==> config.mk <==
export PLATFORM = sky130hd
export DESIGN_NAME = vector_bitwise_sequencer_flat
export DESIGN_NICKNAME = d
export VERILOG_FILES = /design/src/rtl/vector_bitwise_sequencer_pkg.sv /design/src/rtl/vector_bitwise_sequencer_if.sv /design/src/rtl/vector_bitwise_sequencer_tail_merge.sv /design/src/rtl/vector_bitwise_sequencer.sv /design/src/flat_wrapper.sv
export SDC_FILE = /design/constraint.sdc
export NUM_CORES = 1
export LEC_CHECK = 0
export CAP_MARGIN = 10
export CORE_ASPECT_RATIO = 1.2
export CORE_MARGIN = 4
export CORE_UTILIZATION = 30
export DETAILED_ROUTE_END_ITERATION = 10
export PLACE_DENSITY = 0.67
export SETUP_SLACK_MARGIN = 0.5
export SLEW_MARGIN = 5
export SYNTH_ARGS = -nofsm -noshare
export SYNTH_HDL_FRONTEND = slang
export SYNTH_SLANG_ARGS = --single-unit
==> constraint.sdc <==
create_clock -name clk -period 4.4 [get_ports clk]
set_clock_uncertainty 0.15 [all_clocks]
set_input_delay 1.32 -clock clk [delete_from_list [all_inputs] [get_ports clk]]
set_output_delay 1.32 -clock clk [all_outputs]
set_load 0.005 [all_outputs]
==> src/rtl/vector_bitwise_sequencer_pkg.sv <==
// Shared types for the vector bitwise sequencer: operation codes, element
// widths, FSM state encoding and the elements-per-beat helper.
// No ports; imported by the interface, the tail merge and the top.
package vector_bitwise_sequencer_pkg;

  typedef enum logic [4:0] {
    OP_AND  = 5'd0,
    OP_OR   = 5'd1,
    OP_XOR  = 5'd2,
    OP_NOT  = 5'd3,
    OP_MINU = 5'd4,
    OP_MIN  = 5'd5,
    OP_MAXU = 5'd6,
    OP_MAX  = 5'd7
  } op_e;

  typedef enum logic [1:0] {
    SEW_8  = 2'd0,
    SEW_16 = 2'd1,
    SEW_32 = 2'd2
  } sew_e;

  localparam logic [1:0] SEW_ILLEGAL = 2'b11;

  typedef enum logic [2:0] {
    ST_IDLE = 3'd0,
    ST_READ = 3'd1,
    ST_EXEC = 3'd2,
    ST_WB   = 3'd3,
    ST_DONE = 3'd4,
    ST_ERR  = 3'd5
  } state_e;

  // Elements of width 8<<sew that fit in one vlen-bit beat.
  function automatic int unsigned elems_per_beat(input logic [1:0] s, input int unsigned vlen);
    return vlen >> (32'd3 + 32'(s));
  endfunction

endpackage

==> src/rtl/vector_bitwise_sequencer_if.sv <==
// Bundle of every non-clock signal around the sequencer: issue port, VRF
// read port, bitwise unit port, writeback port, status pulses and a debug
// view of the FSM state.
//   master : the sequencer's view (drives rd_*, dataA/B, wb_*, status)
//   slave  : the surrounding pipeline's view (issue, VRF, unit, wb_ready)
//
// Handshakes: a transfer happens on a rising clk edge where valid and ready
// are both 1. A source holding valid keeps its payload stable until that
// edge; ready may be driven freely and never depends on a later valid.
interface vector_bitwise_sequencer_if
  import vector_bitwise_sequencer_pkg::*;
#(
  parameter int VLEN = 32,
  parameter int VL_W = $clog2(VLEN + 1)
) ();

  logic            issue_valid;
  logic            issue_ready;
  logic [4:0]      issue_op;
  logic [1:0]      issue_sew;
  logic [1:0]      issue_lmul;
  logic [VL_W-1:0] issue_vl;

  logic            rd_req;
  logic [2:0]      rd_beat;
  logic [VLEN-1:0] rd_data_a;
  logic [VLEN-1:0] rd_data_b;
  logic [VLEN-1:0] rd_vd_old;

  logic [VLEN-1:0] dataA;
  logic [VLEN-1:0] dataB;
  logic [4:0]      bitwise_op;
  logic [1:0]      sew;
  logic [VLEN-1:0] bitwise_result;
  logic            bitwise_done;

  logic            wb_valid;
  logic            wb_ready;
  logic [VLEN-1:0] wb_data;
  logic [2:0]      wb_beat;
  logic            wb_last;

  logic            instr_done;
  logic            instr_error;
  state_e          state;

  modport master (
    input  issue_valid, issue_op, issue_sew, issue_lmul, issue_vl,
    input  rd_data_a, rd_data_b, rd_vd_old,
    input  bitwise_result, bitwise_done,
    input  wb_ready,
    output issue_ready, rd_req, rd_beat,
    output dataA, dataB, bitwise_op, sew,
    output wb_valid, wb_data, wb_beat, wb_last,
    output instr_done, instr_error, state
  );

  modport slave (
    output issue_valid, issue_op, issue_sew, issue_lmul, issue_vl,
    output rd_data_a, rd_data_b, rd_vd_old,
    output bitwise_result, bitwise_done,
    output wb_ready,
    input  issue_ready, rd_req, rd_beat,
    input  dataA, dataB, bitwise_op, sew,
    input  wb_valid, wb_data, wb_beat, wb_last,
    input  instr_done, instr_error, state
  );

endinterface

==> src/rtl/vector_bitwise_sequencer_tail_merge.sv <==
// Tail-undisturbed merge for one beat (combinational).
//   result : unit output for this beat
//   vd_old : previous destination contents for this beat
//   sew    : element width code (0=8, 1=16, 2=32)
//   beat   : beat index inside the register group
//   vl     : active element count of the instruction
//   merged : element i takes result when beat*epb+i < vl, else vd_old
module vector_bitwise_sequencer_tail_merge
  import vector_bitwise_sequencer_pkg::*;
#(
  parameter int VLEN = 32,
  parameter int VL_W = $clog2(VLEN + 1)
) (
  input  logic [VLEN-1:0] result,
  input  logic [VLEN-1:0] vd_old,
  input  logic [1:0]      sew,
  input  logic [2:0]      beat,
  input  logic [VL_W-1:0] vl,
  output logic [VLEN-1:0] merged
);

  // Three extra bits hold beat*epb for beat up to 7 without wrapping.
  localparam int IDX_W  = VL_W + 3;
  localparam int NBYTES = VLEN / 8;

  logic [IDX_W-1:0] base;
  logic [IDX_W-1:0] vl_ext;

  assign base   = IDX_W'(beat) * IDX_W'(elems_per_beat(sew, VLEN));
  assign vl_ext = IDX_W'(vl);

  // Decide per byte: every byte of an element shares that element's index.
  for (genvar k = 0; k < NBYTES; k++) begin : g_byte
    logic [IDX_W-1:0] idx;
    assign idx = base + IDX_W'(k >> sew);
    assign merged[8*k +: 8] = (idx < vl_ext) ? result[8*k +: 8] : vd_old[8*k +: 8];
  end

endmodule

==> src/rtl/vector_bitwise_sequencer.sv <==
// Issue-side sequencer for the vector bitwise unit. Takes one instruction,
// walks its LMUL beats (READ -> EXEC -> WB per beat), reads operands from
// the VRF, drives the unit, merges the tail and hands each beat to
// writeback.
//   clk, reset : single clock, synchronous active-high reset
//   bus        : master view of vector_bitwise_sequencer_if (issue, VRF
//                read, unit, writeback, done/error pulses, state debug)
module vector_bitwise_sequencer
  import vector_bitwise_sequencer_pkg::*;
#(
  parameter int VLEN = 32,
  parameter int VL_W = $clog2(VLEN + 1)
) (
  input logic                        clk,
  input logic                        reset,
  vector_bitwise_sequencer_if.master bus
);

  localparam int IDX_W = VL_W + 3;

  state_e          state_q;
  logic [4:0]      op_q;
  logic [1:0]      sew_q;
  logic [1:0]      lmul_q;
  logic [VL_W-1:0] vl_q;
  logic [2:0]      beat_q;
  logic [VLEN-1:0] a_q;
  logic [VLEN-1:0] b_q;
  logic [VLEN-1:0] vd_q;
  logic            exec_first_q;

  logic            issue_ready_q;
  logic            rd_req_q;
  logic [2:0]      rd_beat_q;
  logic            wb_valid_q;
  logic [VLEN-1:0] wb_data_q;
  logic [2:0]      wb_beat_q;
  logic            wb_last_q;
  logic            done_q;
  logic            error_q;

  logic [VLEN-1:0] a_cur;
  logic [VLEN-1:0] b_cur;
  logic [VLEN-1:0] vd_cur;
  logic [VLEN-1:0] merged;
  logic [2:0]      beat_max;
  logic [IDX_W-1:0] next_base;
  logic            last_beat;

  // VRF data is only valid in the first EXEC cycle. That cycle forwards it
  // straight to the unit while it is captured, so a single-cycle unit still
  // gives a 3-cycle beat; later EXEC cycles use the captured copy.
  assign a_cur  = exec_first_q ? bus.rd_data_a : a_q;
  assign b_cur  = exec_first_q ? bus.rd_data_b : b_q;
  assign vd_cur = exec_first_q ? bus.rd_vd_old : vd_q;

  vector_bitwise_sequencer_tail_merge #(
    .VLEN (VLEN),
    .VL_W (VL_W)
  ) u_tail_merge (
    .result (bus.bitwise_result),
    .vd_old (vd_cur),
    .sew    (sew_q),
    .beat   (beat_q),
    .vl     (vl_q),
    .merged (merged)
  );

  // Last beat: end of the register group, or no active element beyond it.
  assign beat_max  = 3'((4'd1 << lmul_q) - 4'd1);
  assign next_base = (IDX_W'(beat_q) + IDX_W'(1)) * IDX_W'(elems_per_beat(sew_q, VLEN));
  assign last_beat = (beat_q == beat_max) || (next_base >= IDX_W'(vl_q));

  always_ff @(posedge clk) begin
    if (reset) begin
      state_q       <= ST_IDLE;
      op_q          <= '0;
      sew_q         <= '0;
      lmul_q        <= '0;
      vl_q          <= '0;
      beat_q        <= '0;
      a_q           <= '0;
      b_q           <= '0;
      vd_q          <= '0;
      exec_first_q  <= 1'b0;
      issue_ready_q <= 1'b1;
      rd_req_q      <= 1'b0;
      rd_beat_q     <= '0;
      wb_valid_q    <= 1'b0;
      wb_data_q     <= '0;
      wb_beat_q     <= '0;
      wb_last_q     <= 1'b0;
      done_q        <= 1'b0;
      error_q       <= 1'b0;
    end else begin
      rd_req_q <= 1'b0;
      done_q   <= 1'b0;
      error_q  <= 1'b0;
      case (state_q)
        ST_IDLE: begin
          if (bus.issue_valid && issue_ready_q) begin
            op_q          <= bus.issue_op;
            sew_q         <= bus.issue_sew;
            lmul_q        <= bus.issue_lmul;
            vl_q          <= bus.issue_vl;
            beat_q        <= '0;
            issue_ready_q <= 1'b0;
            if ((bus.issue_op > OP_MAX) || (bus.issue_sew == SEW_ILLEGAL)) begin
              state_q <= ST_ERR;
              error_q <= 1'b1;
            end else if (bus.issue_vl == '0) begin
              state_q <= ST_DONE;
              done_q  <= 1'b1;
            end else begin
              state_q   <= ST_READ;
              rd_req_q  <= 1'b1;
              rd_beat_q <= '0;
            end
          end
        end
        ST_READ: begin
          state_q      <= ST_EXEC;
          exec_first_q <= 1'b1;
        end
        ST_EXEC: begin
          if (exec_first_q) begin
            a_q          <= bus.rd_data_a;
            b_q          <= bus.rd_data_b;
            vd_q         <= bus.rd_vd_old;
            exec_first_q <= 1'b0;
          end
          if (bus.bitwise_done) begin
            wb_data_q  <= merged;
            wb_beat_q  <= beat_q;
            wb_last_q  <= last_beat;
            wb_valid_q <= 1'b1;
            state_q    <= ST_WB;
          end
        end
        ST_WB: begin
          if (bus.wb_ready) begin
            wb_valid_q <= 1'b0;
            if (wb_last_q) begin
              state_q <= ST_DONE;
              done_q  <= 1'b1;
            end else begin
              beat_q    <= beat_q + 3'd1;
              rd_beat_q <= beat_q + 3'd1;
              rd_req_q  <= 1'b1;
              state_q   <= ST_READ;
            end
          end
        end
        ST_DONE, ST_ERR: begin
          state_q       <= ST_IDLE;
          issue_ready_q <= 1'b1;
        end
        default: begin
          state_q       <= ST_IDLE;
          issue_ready_q <= 1'b1;
        end
      endcase
    end
  end

  assign bus.issue_ready = issue_ready_q;
  assign bus.rd_req      = rd_req_q;
  assign bus.rd_beat     = rd_beat_q;
  assign bus.dataA       = a_cur;
  assign bus.dataB       = b_cur;
  assign bus.bitwise_op  = op_q;
  assign bus.sew         = sew_q;
  assign bus.wb_valid    = wb_valid_q;
  assign bus.wb_data     = wb_data_q;
  assign bus.wb_beat     = wb_beat_q;
  assign bus.wb_last     = wb_last_q;
  assign bus.instr_done  = done_q;
  assign bus.instr_error = error_q;
  assign bus.state       = state_q;

endmodule
==> src/flat_wrapper.sv <==
// flat-port wrapper written by rule: the top's interface ports become plain ports
module vector_bitwise_sequencer_flat import vector_bitwise_sequencer_pkg::*;
#(
  parameter int VLEN = 32,
  parameter int VL_W = $clog2(VLEN + 1)
)
  (clk, reset, bus_issue_valid, bus_issue_op, bus_issue_sew, bus_issue_lmul, bus_issue_vl, bus_rd_data_a, bus_rd_data_b, bus_rd_vd_old, bus_bitwise_result, bus_bitwise_done, bus_wb_ready, bus_issue_ready, bus_rd_req, bus_rd_beat, bus_dataA, bus_dataB, bus_bitwise_op, bus_sew, bus_wb_valid, bus_wb_data, bus_wb_beat, bus_wb_last, bus_instr_done, bus_instr_error, bus_state);
  vector_bitwise_sequencer_if #(.VLEN(VLEN), .VL_W(VL_W)) bus_i ();
  input logic clk;
  input logic reset;
  input wire logic [$bits(bus_i.issue_valid)-1:0] bus_issue_valid;
  input wire logic [$bits(bus_i.issue_op)-1:0] bus_issue_op;
  input wire logic [$bits(bus_i.issue_sew)-1:0] bus_issue_sew;
  input wire logic [$bits(bus_i.issue_lmul)-1:0] bus_issue_lmul;
  input wire logic [$bits(bus_i.issue_vl)-1:0] bus_issue_vl;
  input wire logic [$bits(bus_i.rd_data_a)-1:0] bus_rd_data_a;
  input wire logic [$bits(bus_i.rd_data_b)-1:0] bus_rd_data_b;
  input wire logic [$bits(bus_i.rd_vd_old)-1:0] bus_rd_vd_old;
  input wire logic [$bits(bus_i.bitwise_result)-1:0] bus_bitwise_result;
  input wire logic [$bits(bus_i.bitwise_done)-1:0] bus_bitwise_done;
  input wire logic [$bits(bus_i.wb_ready)-1:0] bus_wb_ready;
  output wire logic [$bits(bus_i.issue_ready)-1:0] bus_issue_ready;
  output wire logic [$bits(bus_i.rd_req)-1:0] bus_rd_req;
  output wire logic [$bits(bus_i.rd_beat)-1:0] bus_rd_beat;
  output wire logic [$bits(bus_i.dataA)-1:0] bus_dataA;
  output wire logic [$bits(bus_i.dataB)-1:0] bus_dataB;
  output wire logic [$bits(bus_i.bitwise_op)-1:0] bus_bitwise_op;
  output wire logic [$bits(bus_i.sew)-1:0] bus_sew;
  output wire logic [$bits(bus_i.wb_valid)-1:0] bus_wb_valid;
  output wire logic [$bits(bus_i.wb_data)-1:0] bus_wb_data;
  output wire logic [$bits(bus_i.wb_beat)-1:0] bus_wb_beat;
  output wire logic [$bits(bus_i.wb_last)-1:0] bus_wb_last;
  output wire logic [$bits(bus_i.instr_done)-1:0] bus_instr_done;
  output wire logic [$bits(bus_i.instr_error)-1:0] bus_instr_error;
  output wire logic [$bits(bus_i.state)-1:0] bus_state;
  assign bus_i.issue_valid = bus_issue_valid;
  assign bus_i.issue_op = bus_issue_op;
  assign bus_i.issue_sew = bus_issue_sew;
  assign bus_i.issue_lmul = bus_issue_lmul;
  assign bus_i.issue_vl = bus_issue_vl;
  assign bus_i.rd_data_a = bus_rd_data_a;
  assign bus_i.rd_data_b = bus_rd_data_b;
  assign bus_i.rd_vd_old = bus_rd_vd_old;
  assign bus_i.bitwise_result = bus_bitwise_result;
  assign bus_i.bitwise_done = bus_bitwise_done;
  assign bus_i.wb_ready = bus_wb_ready;
  assign bus_issue_ready = bus_i.issue_ready;
  assign bus_rd_req = bus_i.rd_req;
  assign bus_rd_beat = bus_i.rd_beat;
  assign bus_dataA = bus_i.dataA;
  assign bus_dataB = bus_i.dataB;
  assign bus_bitwise_op = bus_i.bitwise_op;
  assign bus_sew = bus_i.sew;
  assign bus_wb_valid = bus_i.wb_valid;
  assign bus_wb_data = bus_i.wb_data;
  assign bus_wb_beat = bus_i.wb_beat;
  assign bus_wb_last = bus_i.wb_last;
  assign bus_instr_done = bus_i.instr_done;
  assign bus_instr_error = bus_i.instr_error;
  assign bus_state = bus_i.state;
  vector_bitwise_sequencer #(.VLEN(VLEN), .VL_W(VL_W)) u_core (.clk(clk), .reset(reset), .bus(bus_i));
endmodule
==> impl_metrics.csv, run 1 <==
group,metric,value,unit
critical_path,worst_ep_required_time,4560,ps
global_routing,grt_max_degree,96,
synth,syn_inst,979,
worst_hold_path,holdCritPathClass,"reg2reg",
sta,min_period_over_period,91.13,%
cts,clock_tree_root,"sky130_fd_sc_hd__clkbuf_16",
final_layout,number_of_fillers_in_the_final_layout,2871,
sta,final_hold_viol_count,0,
synth,synth_cell_types,60,
floorplanning,die_height,196.3,um
final_layout,nets,1440,
synth,post-synth-top-area-cell,"sky130_fd_sc_hd__dfxtp_1",
final_layout,highest_count_cells_in_the_layout_ignoring_fill_and_taps,"200 x sky130_fd_sc_hd__clkdlybuf4s50_1, 159 x sky130_fd_sc_hd__dfxtp_1, 148 x sky130_fd_sc_hd__nand2_1",
cts,cts_tree,"built",
sta,tightest_slew,889.9,ps
pwr,switching_share,33.58,%
detailed_routing,vias,8082,
pwr,power.ir.vdd_worst,0.0002246,V
critical_path,worst_setup_path_start_kind,"register",
detailed_routing,routedWlPerCell,17.07,um
floorplanning,coreArea,0.02893,mm^2
detailed_routing,vias_per_inst,4.937,
pwr,p_per_area,441.8,mW/mm^2
cts,cts_htree_levels,4,
global_routing,number_of_global_route_vias_before_repair,8326,
worst_hold_path,min_from,"u_core.bus.wb_data[9]",
synth,syn-num-nets,1181,
cts,clock_insertion_delay_worst_skew,430,ps
critical_path,critical_path.cell_chain,"inv_6, nor2_4, nand2_2, fa_1, inv_2, ha_4, inv_2, fa_2, and2b_4, buf_4, nand2_2, xnor2_1, ha_1, a21o_1, a21o_1, buf_6, o41ai_2, o21ai_1",
floorplanning,io_pins,266,
detailed_routing,met1Wirelength,11.08,mm
synth,portion_of_synthesized_cell_area_occupied_by_the_leading_cell_type,36.60,%
worst_hold_path,worstHoldEndpoint,"u_core.bus.wb_data[9]",
floorplanning,placement_rows,68,
place,placement.io_buffers,265,
detailed_routing,routed-wl-met2,14.38,mm
job,maxCapViolations,0,
floorplanning,die_area,0.03236,mm^2
synth,avgSynthCellArea,9.050,um^2
pwr,netSwitchingPower,1.921,mW
synth,synth_area_leaders,"sky130_fd_sc_hd__dfxtp_1 37%, sky130_fd_sc_hd__mux2_2 9.3%, sky130_fd_sc_hd__mux2i_1 8.2%",
global_routing,grt_pass1_wl,43.46,mm
synth,netlist_area,0.008860,mm^2
synth,post_synthesis_async_set_or_reset_flop_share,0,%
floorplanning,die_width,164.9,um
critical_path,worst-r2r-setup-slack,390,ps
critical_path,arrival,4170,ps
detailed_routing,route.final.wire_length,27.95,mm
critical_path,delay_contributed_by_the_slowest_stage_of_the_critical_path,550,ps
synth,count_of_flip_flops_with_a_built_in_enable_after_synthesis,0,
worst_hold_path,hold-path-cell-count,2,
sta,tns,0,ps
critical_path,worst_path_max_delay_cell,"sky130_fd_sc_hd__fa_1",
final_layout,mostFrequentLayoutCell,"sky130_fd_sc_hd__clkdlybuf4s50_1",
pwr,comb_power_share,40.8,%
cts,cts.sinks,162,
critical_path,worstReg2RegEnd,"u_core.bus.wb_data[8]",
floorplanning,initial_core_util,30.63,%
synth,ffs_latches_synth,162,
sta,timing.slew.headroom,40.46,%
critical_path,regToRegStartpoint,"u_core.bus.sew[1]",
final_layout,finalCoreUtilization,44.76,%
detailed_routing,drcViolationCount,0,
critical_path,worst-path-max-fanout,8,
pwr,clockPowerShare,29.0,%
detailed_routing,route.top_layer_used,"met4",
sta,rsz0062_at_grt,"yes",
detailed_routing,routed-wl-met3,1.774,mm
place,detailedPlacementHpwl,19.82,mm
sta,highest_attainable_clock_frequency,0.2494,GHz
cts,cts-buffers-inserted,17,
critical_path,path_delay_family,"adder cells",
final_layout,syn_to_final_growth,46.15,%
critical_path,end_kind,"register",
sta,setup_viol,0,
cts,clk_pin_slew,60,ps
critical_path,timing.critical_path.buf_inv,5,
pwr,leakage_power_summed_over_all_cells,5.290,nW
detailed_routing,iteration_count_of_the_initial_detailed_routing_pass,4,
critical_path,r2r.worst_path.cells,18,
critical_path,critPathKind,"reg2reg",
sta,period_needed,4010,ps
global_routing,grt_util_all_layers,16.82,%
place,gp_congestion,0.8530,
synth,synth-seq-area-share,36.60,%
global_routing,gr-total-overflow,0,
detailed_routing,final_ant_viol_nets,0,
pwr,share_seq_of_total_power,30.3,%
outcome,status,"finished clean",
synth,synth-warning-count,0,
pwr,internal-power,3.800,mW
sta,final_max_slew_viol_count,0,
cts,cts_max_path_buffers,2,
detailed_routing,drt_iter0_drc,353,
global_routing,antenna_found_initial,1,
cts,cts-hold-fix-buffers,0,
final_layout,layout-drive-gt1-share,16.55,%
synth,ys.flop_type,"sky130_fd_sc_hd__dfxtp_1",
==> cells by family (layout without fill, tap and decap cells) <==
group	count (synthesis)	after routing	synth area share, %
buf+inv	82	353	4.321
xor+xnor	16	16	1.582
mux	146	146	17.53
fa+ha+maj	54	54	8.135
other cells	0	1	0
simple gates	337	337	17.38
compound gates	182	183	14.45
flops	162	162	36.60
==> repair_timing <==
| action | in CTS | in global routing |
|---|---|---|
| cloned | 1 | 1 |
| endpoints found under the setup margin | 96 | 33 |
| gates resized for setup | 89 | 40 |
| setup buffers | 14 | 7 |
| pin swaps | 18 | 24 |
==> cell usage after synthesis, types with 8 or more instances <==
library cell	instances
sky130_fd_sc_hd__a21o_1	13
sky130_fd_sc_hd__and2_1	9
sky130_fd_sc_hd__inv_1	16
sky130_fd_sc_hd__a221oi_1	16
sky130_fd_sc_hd__nand3_1	9
sky130_fd_sc_hd__mux2i_1	73
sky130_fd_sc_hd__a21oi_1	68
sky130_fd_sc_hd__o41ai_1	16
sky130_fd_sc_hd__nor2_1	89
sky130_fd_sc_hd__buf_4	8
sky130_fd_sc_hd__nor2b_1	28
sky130_fd_sc_hd__xnor2_1	11
sky130_fd_sc_hd__nand2_1	155
sky130_fd_sc_hd__ha_1	48
sky130_fd_sc_hd__dfxtp_1	162
sky130_fd_sc_hd__o21ai_0	18
sky130_fd_sc_hd__clkbuf_1	29
sky130_fd_sc_hd__nor3_1	11
sky130_fd_sc_hd__mux2_2	73
sky130_fd_sc_hd__buf_2	24
sky130_fd_sc_hd__nand3b_1	11
sky130_fd_sc_hd__o21ai_1	14
==> flip-flops by register name, summed over array words and instances (netlist names) <==
register                count
u_core.vd_q                32
u_core.bus.wb_beat          3
u_core.bus.sew              2
u_core.bus.instr_done       1
u_core.b_q                 32
u_core.bus.instr_error      1
u_core.vl_q                 6
u_core.bus.issue_ready      1
u_core.bus.bitwise_op       5
u_core.bus.state            3
u_core.beat_q               3
u_core.a_q                 32
u_core.exec_first_q         1
u_core.bus.rd_req           1
u_core.bus.rd_beat          3
u_core.bus.wb_valid         1
u_core.lmul_q               2
u_core.bus.wb_last          1
u_core.bus.wb_data         32
==> area by class of cell <==
class	count	area [um^2]	share of cell area [%]
clock buffer	21	470.5	3.633
inverter	16	67.56	0.5218
timing repair buffer	305	2954	22.81
clock inverter	11	173.9	1.343
tap	385	481.7	3.720
sequential	162	3254	25.13
antenna	1	2.502	0.01933
multi-input combinational	736	5544	42.82
==> how the worst max path moves through the flow <==
| stage | from | endpoint | slack [ps] | cells after the start |
|---|---|---|---|---|
| global placement | u_core.bus.sew[0] | u_core.bus.wb_data[22] | 110 | 17 |
| global route | u_core.bus.sew[1] | u_core.bus.wb_data[28] | 240 | 18 |
| finish | u_core.bus.sew[1] | u_core.bus.wb_data[8] | 390 | 18 |
| CTS | u_core.bus.sew[1] | u_core.bus.wb_data[30] | 390 | 18 |
| detailed placement | u_core.bus.sew[0] | u_core.bus.wb_data[23] | 4 | 17 |
| floorplan | u_core.bus.sew[0] | u_core.bus.wb_data[24] | 350 | 18 |
==> worst register-to-register path, cell delays in order (launching register included) <==
cell	delay [ps]
sky130_fd_sc_hd__dfxtp_4	380
sky130_fd_sc_hd__inv_6	50
sky130_fd_sc_hd__nor2_4	100
sky130_fd_sc_hd__nand2_2	70
sky130_fd_sc_hd__fa_1	550
sky130_fd_sc_hd__inv_2	50
sky130_fd_sc_hd__ha_4	160
sky130_fd_sc_hd__inv_2	60
sky130_fd_sc_hd__fa_2	420
sky130_fd_sc_hd__and2b_4	300
sky130_fd_sc_hd__buf_4	120
sky130_fd_sc_hd__nand2_2	70
sky130_fd_sc_hd__xnor2_1	180
sky130_fd_sc_hd__ha_1	270
sky130_fd_sc_hd__a21o_1	180
sky130_fd_sc_hd__a21o_1	200
sky130_fd_sc_hd__buf_6	160
sky130_fd_sc_hd__o41ai_2	340
sky130_fd_sc_hd__o21ai_1	110
==> stage by stage <==
| step | area [um^2] | power (mW) | setup WS [ps] | std cells | hold WS (ps) |
|---|---|---|---|---|---|
| after global placement | 11880 | 3.904 | 109.0 | 1581 | 287.3 |
| after global routing | 12950 | 6.053 | 244.3 | 1637 | 316.8 |
| after floorplan | 8902 | 3.100 | 352.4 | 979 | 281.8 |
| after CTS | 12670 | 5.639 | 388.4 | 1628 | 303.1 |
| after detailed placement | 11880 | 3.931 | 3.910 | 1581 | 292.1 |
| final | 12950 | 5.721 | 390.1 | 1637 | 300.2 |
==> power groups by stage <==
stage                     sequential, mW  clock, mW  combinational, mW
after CTS                           1.73       1.69               2.21
final                               1.73       1.66               2.33
after floorplan                     1.69          0               1.41
after global routing                1.75       1.76               2.54
after global placement              1.77          0               2.14
after detailed placement            1.77          0               2.16
==> routing by layer <==
layer | GRT usage (%) | vias up
met5 | 0 | -
met4 | 6.194 | 0
met3 | 4.791 | 41
met2 | 30.28 | 231
met1 | 18.61 | 3828
li1 | - | 3982
Note: power is estimated with default switching activity, not from simulation.
==> run 2, diff against run 1 <==
Settings changed: CORE_MARGIN 4 to 3, RECOVER_POWER set to 25, SYNTH_HIERARCHICAL set to 1.
==> run 2 against run 1 <==
  * The flow now finishes with violations (max-capacitance violations, max-slew violations)
  * Critical endpoint is now u_core/bus.wb_data[28]
  * Flip-flop and latch count unchanged
  * Clock power fell by 8%
  * Clock-buffer cell count unchanged
  * Critical path depth is 2 lower
  * Worst hold slack improved by 4.3 ps
  * Non-clock buffer count shrank 11
  * Sequential power is essentially flat
  * Via count fell by 6.5%
  * Wire length shrank 9.8%
  * Critical path type unchanged
  * Total power grew 3.6%
  * Core utilization fell by 0.82 points
==> impl_metrics.csv, run 2 <==
group,metric,value,unit
outcome,status,"finished with violations",
outcome,violations,"max-capacitance violations, max-slew violations",
synth,synth_area_leaders,"sky130_fd_sc_hd__dfxtp_1 36%, sky130_fd_sc_hd__mux2_2 16%, sky130_fd_sc_hd__mux2i_1 11%",
cts,cts.sinks,162,
cts,cts_tree,"built",
critical_path,worst_ep_required_time,4440,ps
cts,cts_max_path_buffers,2,
critical_path,worst_setup_path_start_kind,"register",
synth,syn_inst,941,
sta,rsz0062_at_grt,"yes",
final_layout,fin_area,0.01279,mm^2
detailed_routing,route.final.wire_length,25.22,mm
worst_hold_path,holdCritPathClass,"reg2reg",
global_routing,gr-total-overflow,0,
sta,period_needed,4042,ps
floorplanning,die_height,195.4,um
critical_path,end_kind,"register",
sta,min_period_over_period,91.86,%
global_routing,grt_pass1_wl,39.50,mm
detailed_routing,vias,7559,
cts,cts-buffers-inserted,17,
synth,count_of_flip_flops_with_a_built_in_enable_after_synthesis,0,
synth,synth_cell_types,55,
place,postPlaceCellArea,0.01210,mm^2
synth,yosysMostFrequentCell,"sky130_fd_sc_hd__dfxtp_1",
final_layout,mostFrequentLayoutCell,"sky130_fd_sc_hd__clkdlybuf4s50_1",
synth,post_synthesis_async_set_or_reset_flop_share,0,%
floorplanning,placement_rows,68,
pwr,power.ir.vdd_worst,0.0002979,V
global_routing,grt_max_degree,90,
final_layout,nets,1400,
detailed_routing,final_ant_viol_nets,0,
synth,synth-seq-area-share,36.18,%
floorplanning,die_area,0.03200,mm^2
floorplanning,io_pins,266,
detailed_routing,routed-wl-met2,12.85,mm
place,placedCellCount,1552,
global_routing,grt_util_all_layers,15.40,%
critical_path,worst-path-max-fanout,8,
floorplanning,initial_core_util,30.80,%
synth,ys.flop_type,"sky130_fd_sc_hd__dfxtp_1",
cts,clock_insertion_delay_worst_skew,430,ps
global_routing,number_of_global_route_vias_before_repair,7416,
sta,tns,0,ps
synth,syn-num-nets,1143,
detailed_routing,drcViolationCount,0,
final_layout,layout-drive-gt1-share,19.16,%
cts,clk_pin_slew,70,ps
final_layout,highest_count_cells_in_the_layout_ignoring_fill_and_taps,"200 x sky130_fd_sc_hd__clkdlybuf4s50_1, 158 x sky130_fd_sc_hd__dfxtp_1, 124 x sky130_fd_sc_hd__nand2_1",
critical_path,cell_type_with_the_highest_occurrence_count_on_the_critical_path,"sky130_fd_sc_hd__inv_2",
place,placement.io_buffers,265,
final_layout,syn_to_final_growth,42.66,%
synth,ffs_latches_synth,162,
critical_path,critical_path.cell_chain,"nor2b_4, nand2_2, fa_1, inv_2, ha_4, inv_2, fa_2, inv_1, xnor2_1, ha_1, and3_4, a221oi_4, buf_6, mux2_4, nand2_1, a21oi_1",
sta,tightest_slew,2808,ps
sta,final_max_slew_viol_count,60,
critical_path,arrival,4080,ps
global_routing,antenna_found_initial,1,
floorplanning,coreArea,0.02910,mm^2
place,detailedPlacementHpwl,18.00,mm
synth,synth_common_cells,"162 x sky130_fd_sc_hd__dfxtp_1, 127 x sky130_fd_sc_hd__nand2_1, 126 x sky130_fd_sc_hd__mux2_2, 112 x sky130_fd_sc_hd__nor2_1, 97 x sky130_fd_sc_hd__mux2i_1",
floorplanning,die_width,163.8,um
detailed_routing,iteration_count_of_the_initial_detailed_routing_pass,4,
synth,post-synth-top-area-cell,"sky130_fd_sc_hd__dfxtp_1",
synth,synth-warning-count,6,
final_layout,fin_cells,1598,
synth,portion_of_synthesized_cell_area_occupied_by_the_leading_cell_type,36.18,%
cts,cts_htree_levels,4,
detailed_routing,vias_per_inst,4.730,
sta,final_hold_viol_count,0,
synth,avgSynthCellArea,9.526,um^2
detailed_routing,drt_iter0_drc,318,
critical_path,delay_contributed_by_the_slowest_stage_of_the_critical_path,640,ps
pwr,leakage_power_summed_over_all_cells,5.198,nW
detailed_routing,routed-wl-met3,1.817,mm
sta,setup_viol,0,
detailed_routing,route.top_layer_used,"met4",
job,maxCapViolations,1,
critical_path,critPathKind,"reg2reg",
sta,highest_attainable_clock_frequency,0.2474,GHz
cts,clock_tree_root,"sky130_fd_sc_hd__clkbuf_16",
detailed_routing,routedWlPerCell,15.78,um
synth,netlist_area,0.008964,mm^2
place,gp_congestion,0.8349,
sta,timing.slew.headroom,-87.21,%
detailed_routing,met1Wirelength,10.14,mm
critical_path,worst_path_max_delay_cell,"sky130_fd_sc_hd__fa_2",
pwr,p_per_area,463.4,mW/mm^2
[run 2: layout make-up]
type,instances,area (um^2)
clock inverters,11,127.6
fillers,2857,16310
well taps,385,481.7
flip-flops and latches,162,3256
repair buffers,294,2844
multi-input cells,703,5528
diodes,2,5.005
inverters,20,75.07
clock buffers,21,470.5
[run 2: logic make-up (layout without fill, tap and decap cells)]
group | Yosys count | in the layout | synth area share (%)
simple gates | 298 | 298 | 14.46
xor+xnor | 18 | 18 | 1.759
flops | 162 | 162 | 36.18
fa+ha+maj | 54 | 54 | 8.040
other cells | 0 | 2 | 0
buf+inv | 76 | 346 | 4.453
compound gates | 108 | 108 | 8.194
mux | 225 | 225 | 26.91
[run 2: power breakdown]
part | switching, mW | internal (mW) | leakage (nW)
registers | 0.166 | 1.60 | 1.31
logic | 1.15 | 1.49 | 3.60
clock network | 0.635 | 0.885 | 0.282
total | 1.96 | 3.97 | 5.20
[run 2: routing by layer]
layer  vias to the layer above  GRT usage (%)
met5                         -              0
met4                         0          4.356
met3                        19          4.498
met2                       191          27.12
met1                      3574          18.04
li1                       3775              -
[run 2: final timing paths]
check                           slack [ps]                    from  cells after the start                endpoint
worst max register to register         360       u_core/bus.sew[1]                     16  u_core/bus.wb_data[28]
worst min register to register         300  u_core/bus.wb_data[10]                      2  u_core/bus.wb_data[10]
worst max-delay path                   360       u_core/bus.sew[1]                     16  u_core/bus.wb_data[28]
worst min-delay path                   300  u_core/bus.wb_data[10]                      2  u_core/bus.wb_data[10]
[run 2: metrics by stage]
step,hold WS [ps],power (mW),util [%],setup WS (ps)
final,304.5,5.925,43.95,358.2
after global routing,331.8,6.276,43.94,165.7
after CTS,306.0,5.981,43.79,436.5
after detailed placement,296.9,4.454,41.57,253.2
after global placement,291.4,4.422,41.57,333.7
after floorplan,299.3,3.537,-,452.8
[run 2: what timing repair did]
item,CTS,global route
setup buffers,10,2
gates resized for setup,74,10
hold buffers,0,0
endpoints found under the setup margin,95,35
pin swaps,9,5
[run 2: critical path, delay by kind of cell (launching register included)]
family	cells	cell delay, ps
and+or+nand+nor	4	450
adders and majority gates	4	1520
DFF	1	390
muxes	1	310
AOI/OAI and AO/OA	2	290
buffers and inverters	4	450
xor gates and xnor gates	1	230
